===== config.mk =====
export PLATFORM = sky130hd
export DESIGN_NAME = cdb_broadcast_arbiter_flat
export DESIGN_NICKNAME = d
export VERILOG_FILES = /design/src/rtl/cdb_broadcast_arbiter_if.sv /design/src/rtl/cdb_broadcast_arbiter.sv /design/src/flat_wrapper.sv
export SDC_FILE = /design/constraint.sdc
export NUM_CORES = 1
export LEC_CHECK = 0
export ABC_AREA = 1
export ABC_CLOCK_PERIOD_IN_PS = 4000
export BUFFER_PORTS_ARGS = -buffer_cell sky130_fd_sc_hd__buf_4
export CORE_UTILIZATION = 35
export CTS_CLUSTER_SIZE = 25
export DETAILED_ROUTE_END_ITERATION = 6
export PLACE_DENSITY = 0.56
export SLEW_MARGIN = 10
export SYNTH_ARGS = -nofsm -noshare
export SYNTH_HDL_FRONTEND = slang
export SYNTH_SLANG_ARGS = --single-unit

===== constraint.sdc =====
create_clock -name clk -period 4 [get_ports clk]
set_clock_uncertainty 0.2 [all_clocks]
set_input_delay 0.2 -clock clk [delete_from_list [all_inputs] [get_ports clk]]
set_output_delay 0.2 -clock clk [all_outputs]
set_load 0.03 [all_outputs]

===== src/rtl/cdb_broadcast_arbiter_if.sv =====
// ============================================================================
// Module   : cdb_broadcast_arbiter_if
// Brief    : Functional-unit result ports plus common-data-bus broadcast lines
//            shared between cdb_broadcast_arbiter and its surroundings.
// Revision : 1.0  initial release
// ============================================================================
`default_nettype none

interface cdb_broadcast_arbiter_if #(
    parameter int DATA_WIDTH = 32,
    parameter int TAG_WIDTH  = 4,
    parameter int NUM_FU     = 4
);
    // Functional-unit side: FU i owns slice i of each packed vector.
    logic [NUM_FU-1:0]            fu_req;
    logic [NUM_FU*TAG_WIDTH-1:0]  fu_tag;
    logic [NUM_FU*DATA_WIDTH-1:0] fu_data;
    logic [NUM_FU-1:0]            fu_grant;

    // Arbitration unit and snoopers.
    logic                         allowBroadcast;
    logic                         broadcastDataAvailable;
    logic [TAG_WIDTH-1:0]         broadcastDestinationTag;
    logic [DATA_WIDTH-1:0]        broadcastDestinationData;
    logic                         ongoingBroadcast;

    modport master (
        input  fu_req,
        input  fu_tag,
        input  fu_data,
        output fu_grant,
        input  allowBroadcast,
        output broadcastDataAvailable,
        output broadcastDestinationTag,
        output broadcastDestinationData,
        output ongoingBroadcast
    );

    modport slave (
        output fu_req,
        output fu_tag,
        output fu_data,
        input  fu_grant,
        output allowBroadcast,
        input  broadcastDataAvailable,
        input  broadcastDestinationTag,
        input  broadcastDestinationData,
        input  ongoingBroadcast
    );
endinterface

`default_nettype wire


===== src/rtl/cdb_broadcast_arbiter.sv =====
// ============================================================================
// Module   : cdb_broadcast_arbiter
// Brief    : Round-robin arbiter sharing one CDB broadcast slot among NUM_FU
//            functional units. Define CDB_PERF_COUNTERS_EN to add the
//            broadcast / stall performance counters.
// Revision : 1.0  initial release
// ============================================================================
`default_nettype none

module cdb_broadcast_arbiter #(
    parameter int DATA_WIDTH = 32,
    parameter int TAG_WIDTH  = 4,
    parameter int NUM_FU     = 4,
    parameter int CNT_WIDTH  = 16
) (
    input  wire                          clk,
    input  wire                          rst,
    cdb_broadcast_arbiter_if.master      bus
`ifdef CDB_PERF_COUNTERS_EN
    ,
    output logic [CNT_WIDTH-1:0]         perf_broadcasts,
    output logic [CNT_WIDTH-1:0]         perf_stall_cycles
`endif
);

    localparam int PTR_W = (NUM_FU > 1) ? $clog2(NUM_FU) : 1;

    typedef enum logic [1:0] {
        ST_IDLE      = 2'd0,
        ST_PRESENT   = 2'd1,
        ST_BROADCAST = 2'd2
    } state_t;

    state_t                state_q,     state_d;
    logic [PTR_W-1:0]      rr_ptr_q,    rr_ptr_d;
    logic [TAG_WIDTH-1:0]  slot_tag_q,  slot_tag_d;
    logic [DATA_WIDTH-1:0] slot_data_q, slot_data_d;
    logic                  avail_q,     avail_d;
    logic                  ongoing_q,   ongoing_d;

    logic                  found;
    logic [PTR_W-1:0]      winner;
    logic [TAG_WIDTH-1:0]  win_tag;
    logic [DATA_WIDTH-1:0] win_data;
    logic                  window_open;
    logic                  fire;
    logic [NUM_FU-1:0]     grant;

    // Rotating priority scan: first requester at or above rr_ptr, wrapping.
    always_comb begin : winner_scan
        int idx;
        found    = 1'b0;
        winner   = '0;
        win_tag  = '0;
        win_data = '0;
        idx      = 0;
        for (int k = 0; k < NUM_FU; k++) begin
            idx = int'(rr_ptr_q) + k;
            if (idx >= NUM_FU) begin
                idx = idx - NUM_FU;
            end
            if (!found && bus.fu_req[idx]) begin
                found    = 1'b1;
                winner   = PTR_W'(idx);
                win_tag  = bus.fu_tag[idx*TAG_WIDTH +: TAG_WIDTH];
                win_data = bus.fu_data[idx*DATA_WIDTH +: DATA_WIDTH];
            end
        end
    end

    // The slot can accept a new result whenever it is empty or being drained.
    assign window_open = (state_q == ST_IDLE) || (state_q == ST_BROADCAST);
    assign fire        = rst && window_open && found;

    always_comb begin : grant_decode
        grant = '0;
        if (fire) begin
            grant = NUM_FU'(1) << winner;
        end
    end

    always_comb begin : next_state
        state_d     = state_q;
        rr_ptr_d    = rr_ptr_q;
        slot_tag_d  = slot_tag_q;
        slot_data_d = slot_data_q;

        case (state_q)
            ST_IDLE, ST_BROADCAST: begin
                if (fire) begin
                    state_d     = ST_PRESENT;
                    slot_tag_d  = win_tag;
                    slot_data_d = win_data;
                    rr_ptr_d    = (winner == PTR_W'(NUM_FU - 1)) ? '0 : winner + 1'b1;
                end else begin
                    state_d = ST_IDLE;
                end
            end
            ST_PRESENT: begin
                if (bus.allowBroadcast) begin
                    state_d = ST_BROADCAST;
                end
            end
            default: begin
                state_d = ST_IDLE;
            end
        endcase

        // An empty slot drives zeros onto the bus.
        if (state_d == ST_IDLE) begin
            slot_tag_d  = '0;
            slot_data_d = '0;
        end

        avail_d   = (state_d != ST_IDLE);
        ongoing_d = (state_d == ST_BROADCAST);
    end

    always_ff @(posedge clk) begin : state_regs
        if (!rst) begin
            state_q     <= ST_IDLE;
            rr_ptr_q    <= '0;
            slot_tag_q  <= '0;
            slot_data_q <= '0;
            avail_q     <= 1'b0;
            ongoing_q   <= 1'b0;
        end else begin
            state_q     <= state_d;
            rr_ptr_q    <= rr_ptr_d;
            slot_tag_q  <= slot_tag_d;
            slot_data_q <= slot_data_d;
            avail_q     <= avail_d;
            ongoing_q   <= ongoing_d;
        end
    end

    assign bus.fu_grant                 = grant;
    assign bus.broadcastDataAvailable   = avail_q;
    assign bus.ongoingBroadcast         = ongoing_q;
    assign bus.broadcastDestinationTag  = slot_tag_q;
    assign bus.broadcastDestinationData = slot_data_q;

`ifdef CDB_PERF_COUNTERS_EN
    logic [CNT_WIDTH-1:0] perf_bc_q,    perf_bc_d;
    logic [CNT_WIDTH-1:0] perf_stall_q, perf_stall_d;

    // Both counters stick at all-ones rather than wrapping.
    always_comb begin : perf_next
        perf_bc_d    = perf_bc_q;
        perf_stall_d = perf_stall_q;
        if ((state_q == ST_BROADCAST) && (perf_bc_q != '1)) begin
            perf_bc_d = perf_bc_q + CNT_WIDTH'(1);
        end
        if ((state_q == ST_PRESENT) && !bus.allowBroadcast && (perf_stall_q != '1)) begin
            perf_stall_d = perf_stall_q + CNT_WIDTH'(1);
        end
    end

    always_ff @(posedge clk) begin : perf_regs
        if (!rst) begin
            perf_bc_q    <= '0;
            perf_stall_q <= '0;
        end else begin
            perf_bc_q    <= perf_bc_d;
            perf_stall_q <= perf_stall_d;
        end
    end

    assign perf_broadcasts   = perf_bc_q;
    assign perf_stall_cycles = perf_stall_q;
`endif

endmodule

`default_nettype wire


===== src/flat_wrapper.sv =====
// flat-port wrapper written by rule: the top's interface ports become plain ports
module cdb_broadcast_arbiter_flat 
#(
    parameter int DATA_WIDTH = 32,
    parameter int TAG_WIDTH  = 4,
    parameter int NUM_FU     = 4,
    parameter int CNT_WIDTH  = 16
)
  (clk, rst, bus_fu_req, bus_fu_tag, bus_fu_data, bus_fu_grant, bus_allowBroadcast, bus_broadcastDataAvailable, bus_broadcastDestinationTag, bus_broadcastDestinationData, bus_ongoingBroadcast);
  cdb_broadcast_arbiter_if #(.DATA_WIDTH(DATA_WIDTH), .TAG_WIDTH(TAG_WIDTH), .NUM_FU(NUM_FU)) bus_i ();
  input  wire clk;
  input  wire rst;
  input wire logic [$bits(bus_i.fu_req)-1:0] bus_fu_req;
  input wire logic [$bits(bus_i.fu_tag)-1:0] bus_fu_tag;
  input wire logic [$bits(bus_i.fu_data)-1:0] bus_fu_data;
  output wire logic [$bits(bus_i.fu_grant)-1:0] bus_fu_grant;
  input wire logic [$bits(bus_i.allowBroadcast)-1:0] bus_allowBroadcast;
  output wire logic [$bits(bus_i.broadcastDataAvailable)-1:0] bus_broadcastDataAvailable;
  output wire logic [$bits(bus_i.broadcastDestinationTag)-1:0] bus_broadcastDestinationTag;
  output wire logic [$bits(bus_i.broadcastDestinationData)-1:0] bus_broadcastDestinationData;
  output wire logic [$bits(bus_i.ongoingBroadcast)-1:0] bus_ongoingBroadcast;
  assign bus_i.fu_req = bus_fu_req;
  assign bus_i.fu_tag = bus_fu_tag;
  assign bus_i.fu_data = bus_fu_data;
  assign bus_fu_grant = bus_i.fu_grant;
  assign bus_i.allowBroadcast = bus_allowBroadcast;
  assign bus_broadcastDataAvailable = bus_i.broadcastDataAvailable;
  assign bus_broadcastDestinationTag = bus_i.broadcastDestinationTag;
  assign bus_broadcastDestinationData = bus_i.broadcastDestinationData;
  assign bus_ongoingBroadcast = bus_i.ongoingBroadcast;
  cdb_broadcast_arbiter #(.DATA_WIDTH(DATA_WIDTH), .TAG_WIDTH(TAG_WIDTH), .NUM_FU(NUM_FU), .CNT_WIDTH(CNT_WIDTH)) u_core (.clk(clk), .rst(rst), .bus(bus_i));
endmodule

==> Word-level counts from Yosys, hierarchy flattened <==
Cells that the tools add are included.
{ "classes": {"addsub": 8, "magnitude_cmp": 8, "n_eq_ne": 4, "n_shift": 9, "mux": 37, "bitwise": 1, "reduce_logical": 15} }
{ "op_table": {"columns": ["operator", "count"], "rows": [
  ["$shiftx A128 B32 Y32", 4],
  ["$mux W32", 8],
  ["$lt A32 B4 Y1 const B", 4],
  ["$shiftx A16 B32 Y4", 4],
  ["$ge A32 B4 Y1 const B", 3],
  ["$sub A32 B4 Y32 const B", 3],
  ["$mux W4", 5],
  ["$mux W1", 13],
  ["$mux W2", 6],
  ["$bmux W1 S2", 4],
  ["$add A2 B2 Y3 const B", 2],
  ["$eq A2 B2 Y1 const B", 3],
  ["$logic_and A1 B1 Y1", 5],
  ["$logic_not A2 Y1", 2],
  ["$pmux W2 S2", 1],
  ["$reduce_or A2 Y1", 2],
  ["$shl A1 B2 Y4 const A", 1],
  ["$sub A2 B3 Y4 const B", 1],
  ["$add A2 B1 Y3 const B", 1],
  ["$ge A2 B3 Y1 const B", 1],
  ["$logic_not A1 Y1", 3],
  ["$add A2 B1 Y2 const B", 1],
  ["$eq A2 B1 Y1 const B", 1],
  ["$reduce_and A2 Y1", 1],
  ["3 further kinds", 3]
]} }
{ "word_totals": {"regBits": 42, "in_bits": 151, "out_inout_bits": 42, "word_cells": 88} }

==> Logic depth before layout (Yosys ltp) <==
{ "depth": {"ltp_word": 20, "depth_mapped": 20, "depth_no_buf": 14} }

==> Worst setup path before layout <==
OpenSTA, ideal clock, no wires.
{ "synth_path": {"path_kind": "flip-flop to output port", "startpoint": "register u_core.rr_ptr_q[0]", "endpoint": "output port bus_fu_grant[2]", "t_arrival_ps": 2911, "t_required_ps": 3600, "slack_ps": 689, "stages_incl_launch_ff": 21, "n_path_buf": 6, "path_cell_list": "dfxtp_1 -> buf_6 -> inv_4 -> buf_4 -> buf_4 -> buf_2 -> ha_1 -> buf_2 -> inv_2 -> nand3_1 -> nand2_1 -> inv_1 -> nor2_1 -> buf_2 -> nand2_1 -> nand2_1 -> o22ai_1 -> inv_1 -> ha_1 -> inv_1 -> nor2_1"} }
{ "synth_via": {"elab_chain_cells": 17, "word_cells_on_any_way": 44, "classes_between": "add/sub (7); order compare (4); shift (1); mux (25); reduce/logical (7)"} }
{ "synth_lines": {"columns": ["element", "line", "text"], "rows": [
  ["start, declared", "cdb_broadcast_arbiter.sv:35", "logic [PTR_W-1:0] rr_ptr_q, rr_ptr_d;"],
  ["start signal, assigned", "cdb_broadcast_arbiter.sv:129", "rr_ptr_q <= rr_ptr_d;"],
  ["parallel branches: the longest is 16 deep, another holds $sub A32 B4 Y32", null, null],
  ["$mux W4 *", "cdb_broadcast_arbiter.sv:77", "if (fire) begin"],
  ["end, declared", "flat_wrapper.sv:16", "output wire logic [$bits(bus_i.fu_grant)-1:0] bus_fu_grant;"]
]} }
Every way passes the cells marked *. The select of a mux whose other input is x is not followed.

==> Final worst setup path <==
Ends and elaborated chain as after synthesis.

==> reports/qor.yml <==
worstSkewPairLatency_ps: 290
rows: 51
ff2ff_setup_slack_ps: 780
synth-seq-cells: 42
wl_per_cell_um: 14.0
ys_warn_count: 0
start_kind: "flip-flop"
final-setup-viol-count: 0
syn_inst: 1488
viasPerCell: 5.00
final_nets: 1754
clockPowerShare_pct: 6.3
static-leakage-power_uw: 0.00494
synthMuxAreaShare_pct: 0
rsz0062_at_grt: "false"
synth_fa_ha_area_share_pct: 1.61
path_clk_slew_ps: 60
netlist_top_cells_area: "nand2_1, nand3_1, dfxtp_1, nor2_1, buf_2"
synthToLayoutAreaGrowth_pct: 22.7
overflow: 0
critPathMaxStageDelay_ps: 840
synth_xor_area_share_pct: 0
antenna_cells: 0
slew_headroom_pct: 22.2
dieHeight_um: 143
slowest_stage: "nor2_4"
yosysSeqAreaShare_pct: 12.0
synth_nets: 1648
crit_path_max_fanout: 38
crit_required_ps: 3600
grtUsageTotal_pct: 25.1
place_congestion: 0.812
fin_setup_tns_ps: 0
drive_gt1_share_pct: 14.5
grt_pass1_vias: 8104
postLayoutCoreUtil_pct: 43.9
drv_slew: 0
worst_slew_pin_slew_ps: 1160
ir_worst_vdd_mv: 0.822
p_seq_share_pct: 10.6
max_freq_mhz: 268
avgSynthCellArea_um2: 4.69
criticalPathCategory: "reg -> out"
cts_tree: "done"
start_util_pct: 35.7
cts_max_level: 2
r2r_start: "u_core.rr_ptr_q[0]"
wl_um: 26000
coreArea_um2: 19500
hold_violations: 0
first_pass_iters: 7
dp_hpwl_um: 16400
die_w_um: 143
yosys.area.top_type: "nand2_1"
switching_share_pct: 61.8
r2r-end: "u_core.rr_ptr_q[1]"
p_per_area_nw_per_um2: 838
synth.distinct_cells: 22
cts_made_buffers: 5
syn_area_um2: 6980
hold_class: "in -> reg"
synth_simple_gate_area_share_pct: 71.6
crit_buf_inv: 6
worstHoldPathCells: 7
cpLargestDelayFamily: "simple AND/OR/NAND/NOR gates"
hold_end: "u_core.bus.broadcastDestinationData[20]"
drt_iter0_markers: 687
min_period_ps: 3730
p_comb_share_pct: 83.1
antenna_found_initial: 0
hold_ws_ps: 206
outcome: "completed"
power_switching_uw: 4440
p_total_uw: 7180
ant_nets: 0
drv_cap: 0
p_int_uw: 2740
die_area_um2: 20500
vias: 9303
grt_max_degree: 111
period_share_pct: 93.3
ff2ff_path_depth: 14
min_from: "bus_fu_data[52]"
cts.sinks: 42
arrival_ps: 3330
crit_chain: "inv_4 -> ha_4 -> inv_2 -> nand3_1 -> nand2_1 -> inv_1 -> nor2_4 -> nand2_1 -> nand2_1 -> o22ai_1 -> inv_1 -> ha_1 -> inv_1 -> nor2_1 -> buf_4"
synth_top_family_by_area: "simple AND/OR/NAND/NOR gates"
io_buffers: 192
grt_pass1_wl_um: 40800
io_pins: 193
yosysTopAreaCellShare_pct: 43.1
synth-compound-area-share_pct: 3.46
cts_setup_buffers: 0
max-clock-path-buffers: 2
placed_area_um2: 8380
crit_path_end_kind: "primary output"
stdcell_area_um2: 8570
drcViolationCount: 0
cts-root-buf: "clkbuf_16"
==> sequential cells by signal, indices dropped and copies added (netlist names) <==
name,count
u_core.bus.broadcastDestinationData,32
u_core.bus.broadcastDestinationTag,4
u_core.rr_ptr_q,2
u_core.state_q,2
u_core.bus.broadcastDataAvailable,1
u_core.bus.ongoingBroadcast,1
==> cells in the mapped netlist, drive strengths merged <==
cell type  count
dfxtp         42
nand3        213
buf           75
o21a          21
inv           64
a21oi          1
ha             9
nand2        804
o22ai          1
o21ai         13
nor2         171
nand3b         1
o211ai         1
clkbuf        36
nand4         36
==> stage by stage <==
| step | instances | worst slack [ps] |
|---|---|---|
| after global placement | 1850 | 600 |
| after global routing | 1860 | 66.1 |
| after floorplan | 1488 | 689 |
| after detailed placement | 1850 | 510 |
| after CTS | 1860 | 188 |
| final | 1860 | 267 |
==> tightest hold or removal path, delay by kind of cell <==
kind / cells / cell delay, ps
and+or+nand+nor: 6 / 370
buffers and inverters: 1 / 90
==> routing by layer <==
metal	vias up	track usage, %	share of wire [%]
li1	4845	-	-
met1	4056	33.0	44
met2	377	43.0	46
met3	25	2.78	8.0
met4	0	6.72	1.6
met5	-	0	0
==> layout by cell type (no fill, tap or decap) <==
cell type / instances
inv_4: 1
nand2_1: 797
nand4_1: 36
dfxtp_1: 40
o21a_1: 21
dlygate4sd3_1: 2
inv_1: 60
nor2_1: 167
buf_4: 207
nand3b_1: 1
nand3_1: 213
o22ai_1: 1
a21oi_1: 1
inv_2: 3
ha_4: 1
clkbuf_16: 6
dfxtp_4: 2
nand2_8: 2
ha_1: 8
buf_6: 1
o211ai_1: 1
clkbuf_1: 2
nor2_4: 4
nand2_2: 5
o21ai_0: 13
==> kinds of logic after synthesis <==
logic type | after synthesis
simple gates | 1225
buf+inv | 175
flops | 42
compound gates | 37
fa+ha+maj | 9
==> power by group through the flow <==
stage	registers [uW]	clock network [uW]	logic, uW
after floorplan	991	0	4240
after global placement	773	0	5880
after detailed placement	766	0	5930
after CTS	758	464	5940
after global routing	774	476	6730
final	760	451	5970
==> final cells by class <==
type	count	area, um2
Clock buffer	8	158
Fill cell	2253	11000
Inverter	64	243
Multi-Input combinational cell	1271	5400
Sequential cell	42	848
Tap cell	265	332
Timing Repair Buffer	210	1590
==> how the worst max path moves through the flow <==
stage / startpoint / to / depth (start not counted)
after floorplan: u_core.rr_ptr_q[0] / bus_fu_grant[2] / 20
after global placement: u_core.rr_ptr_q[0] / bus_fu_grant[3] / 13
after detailed placement: u_core.rr_ptr_q[0] / bus_fu_grant[2] / 13
after CTS: u_core.rr_ptr_q[0] / bus_fu_grant[2] / 13
after global routing: u_core.rr_ptr_q[0] / bus_fu_grant[2] / 15
final: u_core.rr_ptr_q[0] / bus_fu_grant[2] / 15
==> timing repair <==
item	CTS	global route
hold endpoints to repair	4	0
gates resized for setup	0	1
hold buffers	2	0
endpoints found under the setup margin	0	4
Power figures use the tool's default switching activity.
